**config.mk**
```make
export PLATFORM = sky130hd
export DESIGN_NAME = iguana_hyper_init_ctrl
export DESIGN_NICKNAME = d
export VERILOG_FILES = /design/src/rtl/iguana_pkg.sv /design/src/rtl/iguana_hyper_init_ctrl.sv
export SDC_FILE = /design/constraint.sdc
export NUM_CORES = 1
export LEC_CHECK = 0
export CORE_AREA = 2 2 95 97
export DETAILED_ROUTE_END_ITERATION = 8
export DIE_AREA = 0 0 97 99
export PLACE_DENSITY = 0.85
export SKIP_CTS_REPAIR_TIMING = 1
export SYNTH_ARGS = -nofsm -noshare
export SYNTH_HDL_FRONTEND = slang
export SYNTH_SLANG_ARGS = --single-unit
export TNS_END_PERCENT = 30
```
**constraint.sdc**
```tcl
create_clock -name clk_i -period 3.7 [get_ports clk_i]
set_input_delay 1.11 -clock clk_i [delete_from_list [all_inputs] [get_ports clk_i]]
set_output_delay 1.11 -clock clk_i [all_outputs]
set_load 0.05 [all_outputs]
```
**src/rtl/iguana_pkg.sv**
```systemverilog
// Shared constants for the Iguana HyperBus init sequencer: the config-write
// table, the status register address and the sequencer state encoding.
package iguana_pkg;

  localparam logic [47:0] RegOutHyperBusBase = 48'h0000_0300_A000;

  localparam int unsigned HyperCfgNumWrites = 4;

  // Element [0] is written first.
  localparam logic [HyperCfgNumWrites-1:0][47:0] HyperCfgAddr = {
    RegOutHyperBusBase + 48'h00C,
    RegOutHyperBusBase + 48'h008,
    RegOutHyperBusBase + 48'h004,
    RegOutHyperBusBase + 48'h000
  };

  localparam logic [HyperCfgNumWrites-1:0][31:0] HyperCfgData = {
    32'h0000_0001,
    32'h0000_8F1F,
    32'h0000_0006,
    32'h0000_00E6
  };

  localparam logic [47:0] HyperStatusAddr = RegOutHyperBusBase + 48'h020;

  typedef enum logic [2:0] {
    HI_PWRUP   = 3'd0,
    HI_CFG_WR  = 3'd1,
    HI_POLL_RD = 3'd2,
    HI_DONE    = 3'd3,
    HI_FAIL    = 3'd4
  } hyper_init_state_e;

endpackage

```
**src/rtl/iguana_hyper_init_ctrl.sv**
```systemverilog
// HyperBus post-reset init sequencer and config-port arbiter.
//
//   state      | meaning
//   -----------+-----------------------------------------------------------
//   HI_PWRUP   | waiting out the HyperRAM power-up time (or bypass strap)
//   HI_CFG_WR  | writing the config table, one entry per accepted beat
//   HI_POLL_RD | reading the status register until bit 0 is set
//   HI_DONE    | init succeeded, Cheshire owns the config port
//   HI_FAIL    | init failed (bus error or poll timeout), Cheshire owns port
module iguana_hyper_init_ctrl
  import iguana_pkg::*;
#(
  parameter int unsigned AddrWidth    = 48,
  parameter int unsigned DataWidth    = 32,
  parameter int unsigned PwrUpCycles  = 7500,
  parameter int unsigned NumCfgWrites = 4,
  parameter logic [NumCfgWrites-1:0][AddrWidth-1:0] CfgAddr    = HyperCfgAddr,
  parameter logic [NumCfgWrites-1:0][DataWidth-1:0] CfgData    = HyperCfgData,
  parameter logic [AddrWidth-1:0]                   StatusAddr = HyperStatusAddr,
  parameter int unsigned PollTimeout  = 1024
) (
  input  logic                   clk_i,
  input  logic                   rst_i,
  input  logic                   bypass_i,
  input  logic [AddrWidth-1:0]   slv_addr_i,
  input  logic                   slv_write_i,
  input  logic [DataWidth-1:0]   slv_wdata_i,
  input  logic [DataWidth/8-1:0] slv_wstrb_i,
  input  logic                   slv_valid_i,
  output logic [DataWidth-1:0]   slv_rdata_o,
  output logic                   slv_error_o,
  output logic                   slv_ready_o,
  output logic [AddrWidth-1:0]   mst_addr_o,
  output logic                   mst_write_o,
  output logic [DataWidth-1:0]   mst_wdata_o,
  output logic [DataWidth/8-1:0] mst_wstrb_o,
  output logic                   mst_valid_o,
  input  logic [DataWidth-1:0]   mst_rdata_i,
  input  logic                   mst_error_i,
  input  logic                   mst_ready_i,
  output logic                   boot_done_o,
  output logic                   boot_err_o
);

  localparam int PW = $clog2(PwrUpCycles + 1);
  localparam int TW = $clog2(PollTimeout + 1);
  localparam int IW = $clog2(NumCfgWrites + 1);
  localparam logic [PW-1:0] PwrLast  = PW'(PwrUpCycles - 1);
  localparam logic [TW-1:0] PollLast = TW'(PollTimeout - 1);
  localparam logic [IW-1:0] IdxLast  = IW'(NumCfgWrites - 1);

  hyper_init_state_e state_q, state_d;
  logic [PW-1:0] pwr_cnt_q, pwr_cnt_d;
  logic [TW-1:0] poll_cnt_q, poll_cnt_d;
  logic [IW-1:0] idx_q, idx_d;
  logic done_q, done_d, err_q, err_d;
  logic poll_go;

  logic                   req_valid_q, req_valid_d;
  logic                   req_write_q, req_write_d;
  logic [AddrWidth-1:0]   req_addr_q, req_addr_d;
  logic [DataWidth-1:0]   req_wdata_q, req_wdata_d;
  logic [DataWidth/8-1:0] req_wstrb_q, req_wstrb_d;
  logic                   terminal;

  function automatic logic [AddrWidth-1:0] cfg_addr_at(input logic [IW-1:0] i);
    cfg_addr_at = '0;
    for (int k = 0; k < int'(NumCfgWrites); k++)
      if (i == IW'(k)) cfg_addr_at = CfgAddr[k];
  endfunction

  function automatic logic [DataWidth-1:0] cfg_data_at(input logic [IW-1:0] i);
    cfg_data_at = '0;
    for (int k = 0; k < int'(NumCfgWrites); k++)
      if (i == IW'(k)) cfg_data_at = CfgData[k];
  endfunction

  // State, counters, status flags and the registered downstream request.
  always_ff @(posedge clk_i or posedge rst_i) begin
    if (rst_i) begin
      state_q     <= HI_PWRUP;
      pwr_cnt_q   <= '0;
      poll_cnt_q  <= '0;
      idx_q       <= '0;
      done_q      <= 1'b0;
      err_q       <= 1'b0;
      req_valid_q <= 1'b0;
      req_write_q <= 1'b0;
      req_addr_q  <= '0;
      req_wdata_q <= '0;
      req_wstrb_q <= '0;
    end else begin
      state_q     <= state_d;
      pwr_cnt_q   <= pwr_cnt_d;
      poll_cnt_q  <= poll_cnt_d;
      idx_q       <= idx_d;
      done_q      <= done_d;
      err_q       <= err_d;
      req_valid_q <= req_valid_d;
      req_write_q <= req_write_d;
      req_addr_q  <= req_addr_d;
      req_wdata_q <= req_wdata_d;
      req_wstrb_q <= req_wstrb_d;
    end
  end

  // Next state, and the request to present in the next cycle.
  always_comb begin
    state_d     = state_q;
    pwr_cnt_d   = pwr_cnt_q;
    poll_cnt_d  = poll_cnt_q;
    idx_d       = idx_q;
    done_d      = done_q;
    err_d       = err_q;
    poll_go     = 1'b1;
    req_valid_d = 1'b0;
    req_write_d = 1'b0;
    req_addr_d  = '0;
    req_wdata_d = '0;
    req_wstrb_d = '0;

    case (state_q)
      HI_PWRUP: begin
        pwr_cnt_d = pwr_cnt_q + 1'b1;
        if (bypass_i) begin
          state_d = HI_DONE;
          done_d  = 1'b1;
        end else if (pwr_cnt_q == PwrLast) begin
          state_d = HI_CFG_WR;
          idx_d   = '0;
        end
      end
      HI_CFG_WR: begin
        if (mst_ready_i) begin
          if (mst_error_i) begin
            state_d = HI_FAIL;
            err_d   = 1'b1;
          end else if (idx_q == IdxLast) begin
            state_d    = HI_POLL_RD;
            poll_cnt_d = '0;
          end else begin
            idx_d = idx_q + 1'b1;
          end
        end
      end
      HI_POLL_RD: begin
        // An idle cycle (req_valid_q low) always re-issues the read.
        if (req_valid_q && mst_ready_i) begin
          if (mst_error_i) begin
            state_d = HI_FAIL;
            err_d   = 1'b1;
          end else if (mst_rdata_i[0]) begin
            state_d = HI_DONE;
            done_d  = 1'b1;
          end else if (poll_cnt_q == PollLast) begin
            state_d = HI_FAIL;
            err_d   = 1'b1;
          end else begin
            poll_cnt_d = poll_cnt_q + 1'b1;
            poll_go    = 1'b0;
          end
        end
      end
      HI_DONE, HI_FAIL: ;
      default: state_d = HI_PWRUP;
    endcase

    if (state_d == HI_CFG_WR) begin
      req_valid_d = 1'b1;
      req_write_d = 1'b1;
      req_addr_d  = cfg_addr_at(idx_d);
      req_wdata_d = cfg_data_at(idx_d);
      req_wstrb_d = '1;
    end else if (state_d == HI_POLL_RD) begin
      req_valid_d = poll_go;
      req_addr_d  = StatusAddr;
    end
  end

  assign terminal    = (state_q == HI_DONE) || (state_q == HI_FAIL);
  assign boot_done_o = done_q;
  assign boot_err_o  = err_q;

  // Port ownership: sequencer's registered request until terminal, then Cheshire.
  always_comb begin
    if (terminal) begin
      mst_addr_o  = slv_addr_i;
      mst_write_o = slv_write_i;
      mst_wdata_o = slv_wdata_i;
      mst_wstrb_o = slv_wstrb_i;
      mst_valid_o = slv_valid_i;
      slv_rdata_o = mst_rdata_i;
      slv_error_o = mst_error_i;
      slv_ready_o = mst_ready_i;
    end else begin
      mst_addr_o  = req_addr_q;
      mst_write_o = req_write_q;
      mst_wdata_o = req_wdata_q;
      mst_wstrb_o = req_wstrb_q;
      mst_valid_o = req_valid_q;
      slv_rdata_o = '0;
      slv_error_o = 1'b0;
      slv_ready_o = 1'b0;
    end
  end

endmodule

```
==> impl_results.html <==
<table>
<tr><th>Metric</th><th>Value</th></tr>
<tr><th colspan="2">Route</th></tr>
<tr><td>Initial DRT Pass Iterations</td><td>4</td></tr>
<tr><td>Vias per std cell</td><td>5.049</td></tr>
<tr><td>Via count</td><td>3590</td></tr>
<tr><td>Final WL</td><td>13.65 mm</td></tr>
<tr><td>Iteration-0 DRC Markers</td><td>190</td></tr>
<tr><td>Routed WL per cell</td><td>19.19 µm</td></tr>
<tr><td>Antenna-violating nets left</td><td>0</td></tr>
<tr><td># DRC</td><td>0</td></tr>
<tr><th colspan="2">Placement</th></tr>
<tr><td>Number of placed instances with taps included</td><td>702</td></tr>
<tr><td>HPWL Detailed</td><td>11.40 mm</td></tr>
<tr><td>Number of buffers added on ports</td><td>244</td></tr>
<tr><td>Total placed instance area</td><td>6564 µm²</td></tr>
<tr><td>Last weighted congestion value of the routability-driven placer</td><td>0.9036</td></tr>
<tr><th colspan="2">Die</th></tr>
<tr><td>Die height</td><td>99 µm</td></tr>
<tr><td>Initial Utilization</td><td>0.3436</td></tr>
<tr><td>Number of primary I/O pins</td><td>245</td></tr>
<tr><td>Area of the die</td><td>9603 µm²</td></tr>
<tr><td>Area of the core</td><td>8551 µm²</td></tr>
<tr><td>Number of placement rows</td><td>34</td></tr>
<tr><td>Width of the chip</td><td>97 µm</td></tr>
<tr><th colspan="2">Global route</th></tr>
<tr><td>Global-route wire length before repair</td><td>20.69 mm</td></tr>
<tr><td>Largest net degree at the start of global routing</td><td>54</td></tr>
<tr><td>Global Route Usage Sum</td><td>0.2762</td></tr>
<tr><td>Number of antenna violations at the first check in global routing</td><td>1</td></tr>
<tr><td>Via count of the first global-routing pass</td><td>3601</td></tr>
<tr><td>GRT overflow</td><td>0</td></tr>
<tr><th colspan="2">STA</th></tr>
<tr><td>Setup TNS</td><td>0 ns</td></tr>
<tr><td>Clock skew after layout</td><td>0.004748 ns</td></tr>
<tr><td>Transition time at the pin with the least slew margin</td><td>0.6110 ns</td></tr>
<tr><td>Time the final worst path needs with I/O delays and setup</td><td>3.506 ns</td></tr>
<tr><td>Peak clock frequency supported by timing</td><td>285.2 MHz</td></tr>
<tr><td>Setup-violating endpoint count in the final report</td><td>0</td></tr>
<tr><td>RSZ-0062 raised after global routing</td><td>no</td></tr>
<tr><td>Final Hold Fails</td><td>0</td></tr>
<tr><td>Headroom to the max-slew limit</td><td>0.5883</td></tr>
<tr><td>Final Max Tran Viols</td><td>0</td></tr>
<tr><td>Final worst path period share</td><td>0.9476</td></tr>
<tr><th colspan="2">Clock tree</th></tr>
<tr><td>Later-pin clock latency in the skew report</td><td>0.30 ns</td></tr>
<tr><td>Clock tree from TritonCTS</td><td>done</td></tr>
<tr><td>Maximum level of the CTS H-tree</td><td>2</td></tr>
<tr><td>Clock sinks</td><td>41</td></tr>
<tr><td>Number of buffers added by the clock tree synthesis step</td><td>5</td></tr>
<tr><td>Max clock buf depth</td><td>2</td></tr>
<tr><td>CTS clk-pin slew, worst paths</td><td>0.08 ns</td></tr>
<tr><td>Root buffer selected by CTS</td><td>sky130_fd_sc_hd__clkbuf_8</td></tr>
<tr><th colspan="2">Cells and area</th></tr>
<tr><td>Count of placed standard cells in the final layout, fillers left out</td><td>711</td></tr>
<tr><td>Nets@finish</td><td>727</td></tr>
<tr><td>Final core occ</td><td>0.7793</td></tr>
<tr><td>Final Instance Area</td><td>6664 µm²</td></tr>
<tr><td>Fraction of final layout cells with drive strength greater than 1</td><td>0.2363</td></tr>
<tr><td>Synthesis-to-layout area growth</td><td>126.8%</td></tr>
<tr><th colspan="2">Critical path</th></tr>
<tr><td>Crit end category</td><td>output pin</td></tr>
<tr><td>Crit start category</td><td>flip-flop</td></tr>
<tr><td>Maximum net fanout on the critical path</td><td>53</td></tr>
<tr><td>Arrival time reported for the critical path endpoint</td><td>2.40 ns</td></tr>
<tr><td>CP Class</td><td>flip-flop to output pin</td></tr>
<tr><td>Req. time, crit path</td><td>2.59 ns</td></tr>
<tr><th colspan="2">Power</th></tr>
<tr><td>Leakage component of the power</td><td>2.957 nW</td></tr>
<tr><td>Power per cell area</td><td>999.7 nW/µm²</td></tr>
<tr><td>Max IR drop VDD</td><td>0.4477 mV</td></tr>
<tr><td>Post-layout total power</td><td>6.662 mW</td></tr>
<tr><th colspan="2">Logic synthesis</th></tr>
<tr><td>Netlist cell types</td><td>48</td></tr>
<tr><td>Net count of the mapped netlist</td><td>492</td></tr>
<tr><td>Commonest register cell after synthesis</td><td>sky130_fd_sc_hd__dfrtp_1</td></tr>
<tr><td>Average footprint of a synthesized cell</td><td>8.027 µm²</td></tr>
<tr><td>Post-synthesis cell area</td><td>2938 µm²</td></tr>
<tr><td>Yosys warns</td><td>0</td></tr>
<tr><td>Sequential area share after synthesis</td><td>0.3492</td></tr>
<tr><td>Synth async-reset ratio</td><td>1.000</td></tr>
<tr><td>Number of flops mapped to enable cells by yosys</td><td>0</td></tr>
<tr><td>Post-synthesis register bit count</td><td>41</td></tr>
<tr><td>Cell count after synthesis</td><td>366</td></tr>
<tr><th colspan="2">Run</th></tr>
<tr><td>Number of violations of the max-capacitance limit</td><td>0</td></tr>
<tr><th colspan="2">Run status</th></tr>
<tr><td>Outcome</td><td>completed</td></tr>
<tr><th colspan="2">Worst hold path</th></tr>
<tr><td>Worst min-delay path class</td><td>flip-flop to flip-flop</td></tr>
</table>
==> worst paths after layout <==
kind | slack (ns) | start | cells past startpoint | endpoint
min reg2reg | 0.48 | boot_err_o | 1 | boot_err_o
max | 0.19 | state_q[0] | 5 | mst_wdata_o[27]
max reg2reg | 1.14 | state_q[0] | 5 | poll_cnt_q[7]
min in group asynchronous | 1.25 | rst_i | 3 | pwr_cnt_q[12]
min | 0.48 | boot_err_o | 1 | boot_err_o
max in group asynchronous | 2.10 | rst_i | 3 | req_wdata_q[7]
==> critical path: stages (launching register included) <==
cell and delay [ns]:
sky130_fd_sc_hd__dfrtp_1 0.67, sky130_fd_sc_hd__nand2_1 0.19, sky130_fd_sc_hd__o21bai_4 0.51, sky130_fd_sc_hd__buf_12 0.28, sky130_fd_sc_hd__and2_1 0.26, sky130_fd_sc_hd__buf_12 0.17
==> per-stage QoR <==
step | setup WS (ns) | hold WS [ns]
6_report | 0.1937 | 0.4800
3_5_place_dp | 0.2519 | 0.4634
3_3_place_gp | 0.3206 | 0.4429
4_1_cts | 0.1375 | 0.4794
2_1_floorplan | 0.6020 | 0.4386
5_1_grt | 0.03090 | 0.5091
==> state kept, by name, indices dropped and copies added, names as in the netlist <==
signal and cells:
req_addr_q 4, boot_done_o 1, poll_cnt_q 11, pwr_cnt_q 13
req_valid_q 1, idx_q 3, req_wstrb_q 1, boot_err_o 1
req_wdata_q 3, state_q 3
==> logic make-up (layout without fill, tap and decap cells) <==
kind of cell	Yosys count	count (layout)	synth area share
buffers and inverters	30	265	0.04174
AOI/OAI and AO/OA	48	48	0.1137
and+or+nand+nor	229	229	0.4370
DFF	41	41	0.3492
adders and majority gates	3	3	0.01278
other	0	2	0
xor gates and xnor gates	14	14	0.04174
muxes	1	1	0.003833
==> cells in the mapped netlist, types with 7 or more instances <==
| cell type | n | area [µm²] |
|---|---|---|
| sky130_fd_sc_hd__and2_1 | 96 | 600.6 |
| sky130_fd_sc_hd__nand2_1 | 61 | 229.0 |
| sky130_fd_sc_hd__dfrtp_1 | 41 | 1026 |
| sky130_fd_sc_hd__clkbuf_1 | 15 | 56.30 |
| sky130_fd_sc_hd__nor2_1 | 13 | 48.80 |
| sky130_fd_sc_hd__o21ai_0 | 12 | 60.06 |
| sky130_fd_sc_hd__xnor2_1 | 11 | 96.34 |
| sky130_fd_sc_hd__a21o_1 | 10 | 75.07 |
| sky130_fd_sc_hd__inv_1 | 9 | 33.78 |
| sky130_fd_sc_hd__nand3_1 | 8 | 40.04 |
| sky130_fd_sc_hd__nand4_1 | 7 | 43.79 |
==> cells in the final DEF (no fill, tap or decap), types with 9 or more instances in the layout <==
cell type,count
sky130_fd_sc_hd__clkdlybuf4s50_1,124
sky130_fd_sc_hd__buf_12,111
sky130_fd_sc_hd__and2_1,96
sky130_fd_sc_hd__nand2_1,61
sky130_fd_sc_hd__dfrtp_1,41
sky130_fd_sc_hd__buf_4,14
sky130_fd_sc_hd__nor2_1,13
sky130_fd_sc_hd__o21ai_0,12
sky130_fd_sc_hd__xnor2_1,11
sky130_fd_sc_hd__a21o_1,10
sky130_fd_sc_hd__inv_1,9
==> layout make-up <==
class | instances | area (µm²)
repair buffers | 249 | 3568
well taps | 108 | 135.1
multi-input cells | 295 | 1805
clock buffers | 6 | 82.58
inverters | 9 | 33.78
fillers | 549 | 1887
clock inverters | 1 | 7.507
flip-flops and latches | 41 | 1026
diodes | 2 | 5.005
==> routing by layer <==
layer	track usage	up-vias	wire, µm
met5	0	-	0
met4	0.06392	0	259
met3	0.05532	19	796
met2	0.4925	182	7111
met1	0.3456	1704	5479
li1	-	1685	-
==> power by group <==
part | switching, mW | total [mW] | internal (mW)
sequential | 0.112 | 0.665 | 0.554
clock | 0.150 | 0.297 | 0.147
combinational | 3.21 | 5.70 | 2.49
No activity file was read; power rests on OpenSTA's default activity.
